**src/rtl/adder_tap_pipe.sv**
```systemverilog
// adder_tap_pipe
//   Two-stage valid/ready arithmetic pipeline with an internal accumulator.
//   Stage 1 computes add / subtract / accumulate / read-and-clear on accept.
//   Stage 2 re-registers the result and derives the tap bits (p, q) and the
//   zero flag, so every output belongs to the same beat.
//
// Parameters
//   WIDTH   operand/result width (2..32)
//   TAP_LO  result bit driven onto p
//   TAP_HI  result bit driven onto q
//
// Ports
//   clk        in   rising-edge clock
//   rst_n      in   asynchronous active-low reset
//   in_valid   in   operand beat offered
//   in_ready   out  beat accepted when in_valid && in_ready
//   a, b       in   operands
//   op         in   00 A+B, 01 A-B, 10 ACC+A, 11 read-and-clear ACC
//   out_valid  out  result beat present
//   out_ready  in   downstream takes the beat when out_valid && out_ready
//   s          out  result
//   cout       out  carry (add/acc) or no-borrow (sub)
//   ovf        out  two's-complement signed overflow
//   p, q       out  s[TAP_LO], s[TAP_HI]
//   zero       out  s == 0
module adder_tap_pipe #(
    parameter int WIDTH  = 4,
    parameter int TAP_LO = 0,
    parameter int TAP_HI = 1
) (
    input  logic             clk,
    input  logic             rst_n,
    input  logic             in_valid,
    output logic             in_ready,
    input  logic [WIDTH-1:0] a,
    input  logic [WIDTH-1:0] b,
    input  logic [1:0]       op,
    output logic             out_valid,
    input  logic             out_ready,
    output logic [WIDTH-1:0] s,
    output logic             cout,
    output logic             ovf,
    output logic             p,
    output logic             q,
    output logic             zero
);

    localparam logic [1:0] OP_ADD = 2'b00;
    localparam logic [1:0] OP_SUB = 2'b01;
    localparam logic [1:0] OP_ACC = 2'b10;
    localparam logic [1:0] OP_CLR = 2'b11;

    // Signed overflow of x + y giving r: same-sign operands, result sign differs.
    function automatic logic add_ovf(input logic [WIDTH-1:0] x,
                                     input logic [WIDTH-1:0] y,
                                     input logic [WIDTH-1:0] r);
        return (x[WIDTH-1] == y[WIDTH-1]) && (r[WIDTH-1] != x[WIDTH-1]);
    endfunction

    // Signed overflow of x - y giving r: opposite-sign operands, result sign differs from x.
    function automatic logic sub_ovf(input logic [WIDTH-1:0] x,
                                     input logic [WIDTH-1:0] y,
                                     input logic [WIDTH-1:0] r);
        return (x[WIDTH-1] != y[WIDTH-1]) && (r[WIDTH-1] != x[WIDTH-1]);
    endfunction

    // Stage registers and accumulator
    logic             r_v1;
    logic [WIDTH-1:0] r_s1;
    logic             r_c1;
    logic             r_o1;
    logic             r_v2;
    logic [WIDTH-1:0] r_s2;
    logic             r_c2;
    logic             r_o2;
    logic             r_p2;
    logic             r_q2;
    logic             r_z2;
    logic [WIDTH-1:0] r_acc;

    // Combinational datapath / handshake
    logic [WIDTH:0]   w_add_ext;
    logic [WIDTH:0]   w_sub_ext;
    logic [WIDTH:0]   w_acc_ext;
    logic [WIDTH-1:0] w_res;
    logic             w_cout;
    logic             w_ovf;
    logic [WIDTH-1:0] w_acc_nxt;
    logic             w_adv;
    logic             w_accept;

    // Stage 2 can take a new beat when empty or when its beat is leaving.
    assign w_adv     = !r_v2 || out_ready;
    assign in_ready  = !r_v1 || !r_v2 || out_ready;
    assign w_accept  = in_valid && in_ready;

    assign w_add_ext = {1'b0, a} + {1'b0, b};
    assign w_sub_ext = {1'b0, a} - {1'b0, b};
    assign w_acc_ext = {1'b0, r_acc} + {1'b0, a};

    // Stage 1 result, flags and next accumulator value for the offered op
    always_comb begin
        w_res     = {WIDTH{1'b0}};
        w_cout    = 1'b0;
        w_ovf     = 1'b0;
        w_acc_nxt = r_acc;
        case (op)
            OP_ADD: begin
                w_res  = w_add_ext[WIDTH-1:0];
                w_cout = w_add_ext[WIDTH];
                w_ovf  = add_ovf(a, b, w_add_ext[WIDTH-1:0]);
            end
            OP_SUB: begin
                w_res  = w_sub_ext[WIDTH-1:0];
                // The extended difference goes negative exactly when a < b.
                w_cout = ~w_sub_ext[WIDTH];
                w_ovf  = sub_ovf(a, b, w_sub_ext[WIDTH-1:0]);
            end
            OP_ACC: begin
                w_res     = w_acc_ext[WIDTH-1:0];
                w_cout    = w_acc_ext[WIDTH];
                w_ovf     = add_ovf(r_acc, a, w_acc_ext[WIDTH-1:0]);
                w_acc_nxt = w_acc_ext[WIDTH-1:0];
            end
            OP_CLR: begin
                w_res     = r_acc;
                w_acc_nxt = {WIDTH{1'b0}};
            end
            default: begin
                w_res     = {WIDTH{1'b0}};
                w_acc_nxt = r_acc;
            end
        endcase
    end

    // Stage 1 capture and accumulator update on accept
    always_ff @(posedge clk or negedge rst_n) begin
        if (!rst_n) begin
            r_v1  <= 1'b0;
            r_s1  <= {WIDTH{1'b0}};
            r_c1  <= 1'b0;
            r_o1  <= 1'b0;
            r_acc <= {WIDTH{1'b0}};
        end else if (w_accept) begin
            r_v1  <= 1'b1;
            r_s1  <= w_res;
            r_c1  <= w_cout;
            r_o1  <= w_ovf;
            r_acc <= w_acc_nxt;
        end else if (w_adv) begin
            r_v1  <= 1'b0;
        end
    end

    // Stage 2 load; data only changes when a real beat moves in, so a
    // stalled beat stays stable and a drained stage keeps its last value.
    always_ff @(posedge clk or negedge rst_n) begin
        if (!rst_n) begin
            r_v2 <= 1'b0;
            r_s2 <= {WIDTH{1'b0}};
            r_c2 <= 1'b0;
            r_o2 <= 1'b0;
            r_p2 <= 1'b0;
            r_q2 <= 1'b0;
            r_z2 <= 1'b0;
        end else if (w_adv) begin
            r_v2 <= r_v1;
            if (r_v1) begin
                r_s2 <= r_s1;
                r_c2 <= r_c1;
                r_o2 <= r_o1;
                r_p2 <= r_s1[TAP_LO];
                r_q2 <= r_s1[TAP_HI];
                r_z2 <= (r_s1 == {WIDTH{1'b0}});
            end
        end
    end

    assign out_valid = r_v2;
    assign s         = r_s2;
    assign cout      = r_c2;
    assign ovf       = r_o2;
    assign p         = r_p2;
    assign q         = r_q2;
    assign zero      = r_z2;

endmodule
```
**config.mk**
```make
export PLATFORM = sky130hd
export DESIGN_NAME = adder_tap_pipe
export DESIGN_NICKNAME = d
export VERILOG_FILES = /design/src/rtl/adder_tap_pipe.sv
export SDC_FILE = /design/constraint.sdc
export NUM_CORES = 1
export LEC_CHECK = 0
export ABC_AREA = 0
export BUFFER_PORTS_ARGS = -buffer_cell sky130_fd_sc_hd__buf_2
export CAP_MARGIN = 40
export CORE_MARGIN = 2
export CORE_UTILIZATION = 40
export DETAILED_ROUTE_END_ITERATION = 8
export GPL_ROUTABILITY_DRIVEN = 0
export PLACE_DENSITY = 0.66
export SETUP_SLACK_MARGIN = 0.3
export SKIP_CTS_REPAIR_TIMING = 1
export SYNTH_ARGS = -nofsm -noshare
export SYNTH_HDL_FRONTEND = slang
export SYNTH_SLANG_ARGS = --single-unit
```
**constraint.sdc**
```tcl
create_clock -name clk -period 1.5 [get_ports clk]
set_clock_uncertainty 0.05 [all_clocks]
set_input_delay 0.15 -clock clk [delete_from_list [all_inputs] [get_ports clk]]
set_output_delay 0.15 -clock clk [all_outputs]
set_load 0.02 [all_outputs]
```
==> results of run 1 <==
-- critical path, delay by kind of cell (launching register included) --
family                   cells  cell delay [ps]
AO/OA/AOI/OAI                2              290
adder cells (fa/ha/maj)      2              480
buffers and inverters        1               40
flip-flops                   1              410
AND/OR/NAND/NOR              2              280
-- how the worst max path moves through the flow --
stage | depth (start not counted) | endpoint | slack (ps) | from
floorplan | 7 | r_s1[2] | -130 | r_acc[0]
global placement | 7 | r_s1[2] | -180 | r_acc[0]
detailed placement | 7 | r_s1[2] | -220 | r_acc[0]
CTS | 7 | r_s1[2] | -240 | r_acc[0]
global route | 7 | r_s1[2] | -270 | r_acc[0]
finish | 7 | r_s1[2] | -140 | r_acc[0]
-- report_power, final --
| group | leakage (uW) | switching (uW) | total, uW | internal (uW) |
|---|---|---|---|---|
| registers | 0.000231 | 122 | 780 | 658 |
| clock network | 0.0000177 | 164 | 263 | 99.3 |
| logic | 0.000603 | 532 | 1070 | 539 |
| total | 0.000852 | 817 | 2110 | 1300 |
-- synthesized netlist by cell type --
cell / number
sky130_fd_sc_hd__a221oi_1: 1
sky130_fd_sc_hd__fa_1: 3
sky130_fd_sc_hd__nor2b_1: 4
sky130_fd_sc_hd__a41oi_1: 1
sky130_fd_sc_hd__o32ai_1: 1
sky130_fd_sc_hd__dfrtp_1: 19
sky130_fd_sc_hd__o31a_1: 1
sky130_fd_sc_hd__or4_1: 2
sky130_fd_sc_hd__nor3b_1: 1
sky130_fd_sc_hd__o211ai_1: 1
sky130_fd_sc_hd__o21bai_1: 1
sky130_fd_sc_hd__nand3b_2: 1
sky130_fd_sc_hd__a31oi_1: 2
sky130_fd_sc_hd__nand2b_1: 3
sky130_fd_sc_hd__mux2i_1: 1
sky130_fd_sc_hd__a21oi_1: 7
sky130_fd_sc_hd__nor4_1: 1
sky130_fd_sc_hd__inv_1: 11
sky130_fd_sc_hd__o21a_1: 1
sky130_fd_sc_hd__nand3b_1: 3
sky130_fd_sc_hd__buf_4: 4
sky130_fd_sc_hd__nor2_1: 7
sky130_fd_sc_hd__buf_6: 1
sky130_fd_sc_hd__a211oi_1: 1
sky130_fd_sc_hd__o21ai_0: 8
sky130_fd_sc_hd__nand2_1: 12
sky130_fd_sc_hd__o31ai_1: 4
sky130_fd_sc_hd__buf_2: 1
sky130_fd_sc_hd__a221o_1: 1
sky130_fd_sc_hd__nand4_1: 2
sky130_fd_sc_hd__xnor2_1: 2
sky130_fd_sc_hd__nand3_1: 3
sky130_fd_sc_hd__a21bo_2: 1
sky130_fd_sc_hd__mux2_2: 9
sky130_fd_sc_hd__ha_1: 12
sky130_fd_sc_hd__and2_1: 1
sky130_fd_sc_hd__nor3_1: 1
sky130_fd_sc_hd__a211o_1: 1
sky130_fd_sc_hd__and4b_1: 1
sky130_fd_sc_hd__a21o_1: 1
sky130_fd_sc_hd__nor3b_2: 1
sky130_fd_sc_hd__and3_1: 2
-- per-layer routing --
| metal | part of all wire (%) | GRT usage [%] | wire [um] | vias up |
|---|---|---|---|---|
| met5 | 0 | 0 | 0 | - |
| met4 | 0.58 | 6.11 | 18 | 0 |
| met3 | 3.2 | 1.26 | 98 | 2 |
| met2 | 51 | 29.6 | 1580 | 34 |
| li1 | - | - | - | 581 |
| met1 | 45 | 20.8 | 1410 | 553 |
-- sequential cells by signal (all words and copies together), names as in the netlist --
| signal | count |
|---|---|
| r_o1 | 1 |
| r_s1 | 4 |
| r_c1 | 1 |
| out_valid | 1 |
| zero | 1 |
| ovf | 1 |
| r_v1 | 1 |
| r_acc | 4 |
| cout | 1 |
| s | 4 |
-- area by class of cell --
cell class | instances | area share [%]
clock inverters | 1 | 0.275
repair buffers | 42 | 14.5
inverters | 11 | 2.27
flip-flops and latches | 19 | 26.2
multi-input cells | 105 | 52.3
well taps | 46 | 3.16
clock buffers | 3 | 1.24
-- logic make-up (layout without fill, tap and decap cells) --
group / after synthesis / in the layout
AND/OR/NAND/NOR: 45 / 45
XOR/XNOR: 2 / 2
flip-flops: 19 / 19
buffers and inverters: 17 / 57
multiplexers: 10 / 10
AO/OA/AOI/OAI: 33 / 33
adder cells (fa/ha/maj): 15 / 15
-- metrics by stage --
step	instances	setup TNS [ps]	setup WS [ps]	hold slack, ps	instance area, um2
3_3_place_gp	216	-714	-185	60.7	1660
6_report	227	-484	-139	96.1	1820
5_1_grt	227	-1010	-271	106	1820
4_1_cts	220	-863	-238	-271	1690
2_1_floorplan	141	-156	-126	-196	1450
3_5_place_dp	216	-940	-217	67.0	1660
==> impl_metrics.yaml, run 1 <==
power:
  cellPowerDensity_nw_per_um2: 1160
  p_leak_uw: 0.000852
  power.total_uw: 2110
  vdd.ir_drop.worst_v: 0.000328
synthesis:
  yosys.area_share.adder_pct: 15.3
  synth.mux.area_fraction_pct: 8.11
  synthTopCellsByArea: "sky130_fd_sc_hd__dfrtp_1 (35%), sky130_fd_sc_hd__ha_1 (11%), sky130_fd_sc_hd__mux2_2 (7.4%)"
  syn-num-nets: 170
  synth_top_family_by_area: "simple AND/OR/NAND/NOR gates"
  yosys.cell_types.count: 42
  share_of_the_synthesized_area_in_compound_gates_ao_oa_aoi_oai_pct: 16.0
  synth_area_in_xor_xnor_pct: 1.28
  avgSynthCellArea_um2: 9.73
  post_synth_instance_area_um2: 1370
  synth-simple-area-share_pct: 18.3
  synthCells: 141
  total_number_of_yosys_warnings: 0
  synth_largest_area_cell: "sky130_fd_sc_hd__dfrtp_1"
  synth.ff_latch_count: 19
  synth_seq_area_share_pct: 34.6
  synthDominantCellAreaShare_pct: 34.6
place:
  post-dp-hpwl_um: 2370
  place.port_buffers: 24
die:
  chip_height_um: 62.6
  die_width_um: 62.6
  coreArea_um2: 3310
  die_area_um2: 3920
  start_util_pct: 41.5
  rows: 21
  ioPinCount: 25
timing:
  fmax_mhz: 610
  final.min_clock_period_ps: 1640
  final_setup_margin_ps: -139
  setup_violations_final: 5
  finalHoldViolCount: 0
  relative_slew_slack_pct: 70.9
  setup_repair_after_global_routing_missed_its_margin: "true"
  timing_worst_slew_pin_value_ps: 437
  period_share_pct: 109
  slew_viol_final: 0
critical_path:
  setup.worst_path.start_class: "flop"
  critPathCaptureType: "flop"
  cp_data_arrival_time_ps: 1780
  regToRegEndpoint: "r_s1[2]"
  timing.reg2reg.worst_path_depth: 7
  cp_data_required_time_ps: 1640
  critical_path.max_stage_delay_ps: 410
  crit_path_cell_trace: "ha_4, inv_2, fa_2, nor2b_1, nor3_2, a211oi_1, o31ai_1"
  rrSetupSlack_ps: -140
  worst-path-max-fanout: 2
  regToRegStartpoint: "r_acc[0]"
  cp_slowest_cell: "sky130_fd_sc_hd__dfrtp_1"
  worst-setup-path-type: "flop to flop"
finish:
  final_common_cell: "sky130_fd_sc_hd__buf_2"
  ff_latch_area_um2: 478
  final_cell_mix: "sky130_fd_sc_hd__buf_2 (23), sky130_fd_sc_hd__dfrtp_1 (17), sky130_fd_sc_hd__buf_4 (17)"
  num_antenna_cells: 0
  multi_input_comb_area_um2: 953
  area.growth.synth_to_final_pct: 32.7
  final_net_count: 211
  fillCellCount: 300
  utilization_pct: 55.0
  drive_gt1_share_pct: 42.0
drt:
  routed_wire_length_per_instance_um: 13.6
  drt_first_pass_iters: 5
  detail_route.drc_violations: 0
  vias_after_detailed_routing: 1170
  detail_route.wirelength_um: 3100
  postRouteAntennaNets: 0
  routed_via_density: 5.15
  number_of_design_rule_violations_left_by_the_first_detailed_router_iteration: 24
global_route:
  first_global_vias: 1167
  globalRouteTotalUtil_pct: 16.5
  grt_antenna_before_repair: 0
  global_route_wire_length_before_repair_um: 5170
  largest_net_degree_at_the_start_of_global_routing: 20
  global_route.overflow_total: 0
hold_path:
  hold_end: "r_v1"
  min_delay_path_depth: 2
  worst_min_path_class: "input port to flop"
  hold_path.startpoint: "in_valid"
clock_network:
  cts_max_level: 1
  clk_transition_reported_paths_ps: 120
  clock_path_buffers: 2
  clk_sinks: 19
  cts_tree: "built"
  total_cts_buffers: 3
  ctsRootBufferMaster: "sky130_fd_sc_hd__clkbuf_4"
  clock_insertion_delay_worst_skew_ps: 300
flow_run:
  max_cap_viol_count: 0
outcome:
  status: "finished, violations left"
  failing_checks: "setup timing"
(Power assumes the default switching activity.)
==> run 2: changes to the inputs <==
--- a/config.mk
+++ b/config.mk
@@ -9,10 +9,10 @@
 export BUFFER_PORTS_ARGS = -buffer_cell sky130_fd_sc_hd__buf_2
 export CAP_MARGIN = 40
 export CORE_MARGIN = 2
-export CORE_UTILIZATION = 40
+export CORE_UTILIZATION = 25
 export DETAILED_ROUTE_END_ITERATION = 8
 export GPL_ROUTABILITY_DRIVEN = 0
-export PLACE_DENSITY = 0.66
+export PLACE_DENSITY = 0.47
 export SETUP_SLACK_MARGIN = 0.3
 export SKIP_CTS_REPAIR_TIMING = 1
 export SYNTH_ARGS = -nofsm -noshare
==> impl_metrics.yaml, run 2 (synthesis results as in run 1) <==
outcome:
  status: "finished, violations left"
  failing_checks: "setup timing"
critical_path:
  regToRegStartpoint: "r_acc[0]"
  worst-setup-path-type: "flop to flop"
  setup.worst_path.start_class: "flop"
  cp_data_required_time_ps: 1620
  cp_data_arrival_time_ps: 1740
  startpoint: "r_acc[0]"
  worst-path-max-fanout: 3
  critPathCaptureType: "flop"
hold_path:
  hold_path.startpoint: "in_valid"
  worst_min_path_class: "input port to flop"
finish:
  final_cell_mix: "sky130_fd_sc_hd__buf_2 (23), sky130_fd_sc_hd__dfrtp_1 (18), sky130_fd_sc_hd__buf_4 (11)"
  num_antenna_cells: 0
  area.growth.synth_to_final_pct: 32.1
  final_net_count: 205
  final_common_cell: "sky130_fd_sc_hd__buf_2"
  final_cell_count_no_fill: 245
  drive_gt1_share_pct: 40.6
  design_area_um2: 1810
place:
  placed_cell_count: 239
  post-dp-hpwl_um: 2600
  place.port_buffers: 24
  postPlaceCellArea_um2: 1680
timing:
  setup-tns-final_ps: -408
  slew_viol_final: 0
  finalHoldViolCount: 0
  timing_worst_slew_pin_value_ps: 441
  relative_slew_slack_pct: 70.6
  setup_violations_final: 5
  final_setup_margin_ps: -123
  final.min_clock_period_ps: 1620
  period_share_pct: 108
  fmax_mhz: 616
  setup_repair_after_global_routing_missed_its_margin: "true"
die:
  chip_height_um: 78.1
  coreArea_um2: 5200
  start_util_pct: 26.4
  die_area_um2: 6100
  ioPinCount: 25
  rows: 26
  die_width_um: 78.1
drt:
  detail_route.drc_violations: 0
  detail_route.wirelength_um: 3270
  routed_wire_length_per_instance_um: 13.3
  number_of_design_rule_violations_left_by_the_first_detailed_router_iteration: 50
  postRouteAntennaNets: 0
  drt_first_pass_iters: 6
  routed_via_density: 4.80
  vias_after_detailed_routing: 1177
power:
  cellPowerDensity_nw_per_um2: 1180
  vdd.ir_drop.worst_v: 0.000390
  power.total_uw: 2140
  p_leak_uw: 0.000831
clock_network:
  total_cts_buffers: 3
  clk_transition_reported_paths_ps: 80
  clk_sinks: 19
  ctsRootBufferMaster: "sky130_fd_sc_hd__clkbuf_8"
  cts_tree: "built"
  clock_insertion_delay_worst_skew_ps: 260
  cts_max_level: 1
  clock_path_buffers: 2
global_route:
  globalRouteTotalUtil_pct: 11.1
  global_route_wire_length_before_repair_um: 5350
  largest_net_degree_at_the_start_of_global_routing: 20
  global_route.overflow_total: 0
  first_global_vias: 1108
  grt_antenna_before_repair: 0
flow_run:
  max_cap_viol_count: 0
[run 2: power by group]
part | internal [uW] | leakage, uW | switching, uW | total (uW)
clock | 185 | 0.0000255 | 188 | 374
sequential | 656 | 0.000232 | 114 | 770
combinational | 484 | 0.000574 | 512 | 996
total | 1330 | 0.000831 | 814 | 2140
[run 2: worst paths after layout]
check / to / slack (ps) / depth (start not counted)
min: r_v1 / 130 / 2
min in group asynchronous: zero / 300 / 2
max in group asynchronous: out_valid / 770 / 2
min reg2reg: zero / 440 / 2
max reg2reg: r_s1[2] / -120 / 7
max: r_s1[2] / -120 / 7
[run 2: critical path: stages, from the launching register on]
cell and delay (ps):
sky130_fd_sc_hd__dfrtp_1 400, sky130_fd_sc_hd__ha_4 160, sky130_fd_sc_hd__inv_2 40, sky130_fd_sc_hd__fa_2 340
sky130_fd_sc_hd__nor2b_1 150, sky130_fd_sc_hd__nor3_2 130, sky130_fd_sc_hd__a211oi_1 70, sky130_fd_sc_hd__o31ai_1 190
[run 2: through the flow]
stage,hold WS (ps),setup slack (ps),utilization [%]
6_report,133,-123,34.8
5_1_grt,150,-207,34.8
4_1_cts,-207,-267,33.2
3_5_place_dp,75.4,-248,32.4
3_3_place_gp,78.8,-226,32.4
2_1_floorplan,-196,-126,-
[run 2: routing by layer]
metal  global-route usage [%]  share of wire [%]
met5                        0                  0
met4                     2.63               0.49
met3                     1.84                5.1
met2                     17.3                 46
met1                     16.0                 48
[run 2: layout make-up]
| class | instances | area, um2 |
|---|---|---|
| clock buffer | 3 | 41.3 |
| clock inverter | 1 | 5.00 |
| fill | 548 | 3390 |
| inverter | 11 | 41.3 |
| multi-input combinational | 105 | 942 |
| sequential | 19 | 477 |
| tap | 70 | 87.6 |
| timing repair buffer | 36 | 219 |
==> run 3: changes to the inputs <==
--- a/config.mk
+++ b/config.mk
@@ -12,7 +12,7 @@
 export CORE_UTILIZATION = 25
 export DETAILED_ROUTE_END_ITERATION = 8
 export GPL_ROUTABILITY_DRIVEN = 0
-export PLACE_DENSITY = 0.47
+export PLACE_DENSITY = 0.45
 export SETUP_SLACK_MARGIN = 0.3
 export SKIP_CTS_REPAIR_TIMING = 1
 export SYNTH_ARGS = -nofsm -noshare
==> constraint.sdc (replaced) <==
create_clock -name clk -period 2 [get_ports clk]
set_clock_uncertainty 0.05 [all_clocks]
set_input_delay 0.2 -clock clk [delete_from_list [all_inputs] [get_ports clk]]
set_output_delay 0.2 -clock clk [all_outputs]
set_load 0.02 [all_outputs]
==> impl_metrics.yaml, run 3 (synthesis results as in run 1) <==
place:
  placement.setup.worst_slack_ps: 151
  place.port_buffers: 24
  post-dp-hpwl_um: 2350
finish:
  drive_gt1_share_pct: 30.3
  num_antenna_cells: 0
  final_cell_mix: "sky130_fd_sc_hd__buf_2 (24), sky130_fd_sc_hd__dfrtp_1 (19), sky130_fd_sc_hd__nand2_1 (12)"
  area.growth.synth_to_final_pct: 19.9
  final_common_cell: "sky130_fd_sc_hd__buf_2"
  final_net_count: 195
global_route:
  met3_track_demand_over_resource_pct: 1.38
  grt_antenna_before_repair: 0
  grt.busiest_layer: "met1"
  global_route.usage.met1_pct: 15.3
  globalRouteTotalUtil_pct: 10.1
  global_route.overflow_total: 0
  first_global_vias: 1048
  global_route_wire_length_before_repair_um: 4910
  globalRouteMet2Util_pct: 14.8
  largest_net_degree_at_the_start_of_global_routing: 22
power:
  cellPowerDensity_nw_per_um2: 904
  switchingPower_uw: 561
  p_int_uw: 926
  seq_power_share_pct: 38.9
  p_leak_uw: 0.000754
  vdd.ir_drop.worst_v: 0.000253
  combPwrFrac_pct: 43.2
  sw_frac_of_total_pct: 37.8
  share_clk_of_total_power_pct: 17.9
drt:
  routed_wire_length_per_instance_um: 12.9
  detail_route.drc_violations: 0
  detail_route.wirelength_um: 3030
  postRouteAntennaNets: 0
  routed_via_density: 4.75
  drt_first_pass_iters: 4
  vias_after_detailed_routing: 1116
  number_of_design_rule_violations_left_by_the_first_detailed_router_iteration: 54
timing:
  fmax_mhz: 573
  timing_worst_slew_pin_value_ps: 447
  final.min_clock_period_ps: 1740
  period_share_pct: 87.2
  slew_viol_final: 0
  relative_slew_slack_pct: 70.2
  setup_violations_final: 0
  setup_repair_after_global_routing_missed_its_margin: "true"
  final_setup_margin_ps: 256
  finalHoldViolCount: 0
  setup-tns-final_ps: 0
outcome:
  status: "finished clean"
critical_path:
  critPathCaptureType: "flop"
  worst-setup-path-type: "flop to flop"
  cp_data_arrival_time_ps: 1860
  crit_path_cell_trace: "ha_2, inv_2, fa_2, nor2b_4, nor3_4, a211oi_1, o31ai_1"
  worst-path-max-fanout: 3
  critical_path_buf_inv_count: 1
  cp_data_required_time_ps: 2110
  path_delay_family: "adder cells"
  cp_slowest_cell: "sky130_fd_sc_hd__dfrtp_1"
  setup.worst_path.start_class: "flop"
  critical_path.max_stage_delay_ps: 390
hold_path:
  worst_min_path_class: "input port to flop"
clock_network:
  ctsRootBufferMaster: "sky130_fd_sc_hd__clkbuf_8"
  clk_transition_reported_paths_ps: 80
  clk_sinks: 19
  total_cts_buffers: 3
  cts_max_level: 1
  clock_path_buffers: 2
  cts_tree: "built"
  clock_insertion_delay_worst_skew_ps: 250
die:
  chip_height_um: 78.1
  rows: 26
  coreArea_um2: 5200
  die_area_um2: 6100
  ioPinCount: 25
  die_width_um: 78.1
  start_util_pct: 26.4
flow_run:
  max_cap_viol_count: 0
[run 3: cell types whose count changed in the layout (fill, tap and decap cells not counted), sizes merged]
cell	previous run	this run
buf	35	25
[run 3: path summary, 6_finish.rpt]
kind | startpoint | cells after the start | slack [ps] | endpoint
hold reg to reg | zero | 2 | 430 | zero
setup / recovery | r_acc[0] | 7 | 260 | r_s1[2]
max in group asynchronous | rst_n | 2 | 1220 | s[3]
setup reg to reg | r_acc[0] | 7 | 260 | r_s1[2]
hold / removal | in_valid | 2 | 190 | r_v1
min in group asynchronous | rst_n | 2 | 360 | s[2]
[run 3: worst register-to-register path: cells and delay by family, from the launching register on]
kind	cells	cell delay [ps]
adders and majority gates	2	580
DFF	1	390
AOI/OAI and AO/OA	2	320
and+or+nand+nor	2	270
buffers and inverters	1	40
[run 3: layout make-up]
class | count | area, um2
Sequential cell | 19 | 475
Clock inverter | 1 | 5.00
Timing Repair Buffer | 26 | 138
Fill cell | 557 | 3560
Tap cell | 70 | 87.6
Multi-Input combinational cell | 105 | 857
Inverter | 11 | 41.3
Clock buffer | 3 | 41.3
[run 3: metrics by stage]
stage               instances  hold WS, ps  cell area, um2  util [%]  power, uW
floorplan                 141         -146            1370         -       1000
global placement          229          118            1530      29.5       1140
detailed placement        229          127            1530      29.5       1160
CTS                       233         -161            1580      30.4       1430
global route              235          186            1650      31.6       1610
finish                    235          189            1650      31.6       1490
[run 3: per-layer routing]
layer	vias up	wire length, um
li1	555	-
met1	514	1540
met2	43	1300
met3	4	165
met4	0	34
met5	-	0
[run 3: power groups by stage]
stage	registers (uW)	logic [uW]	clock network, uW
after CTS	575	576	278
after floorplan	622	378	0
final	579	642	266
after detailed placement	581	576	0
after global routing	598	712	300
after global placement	577	565	0
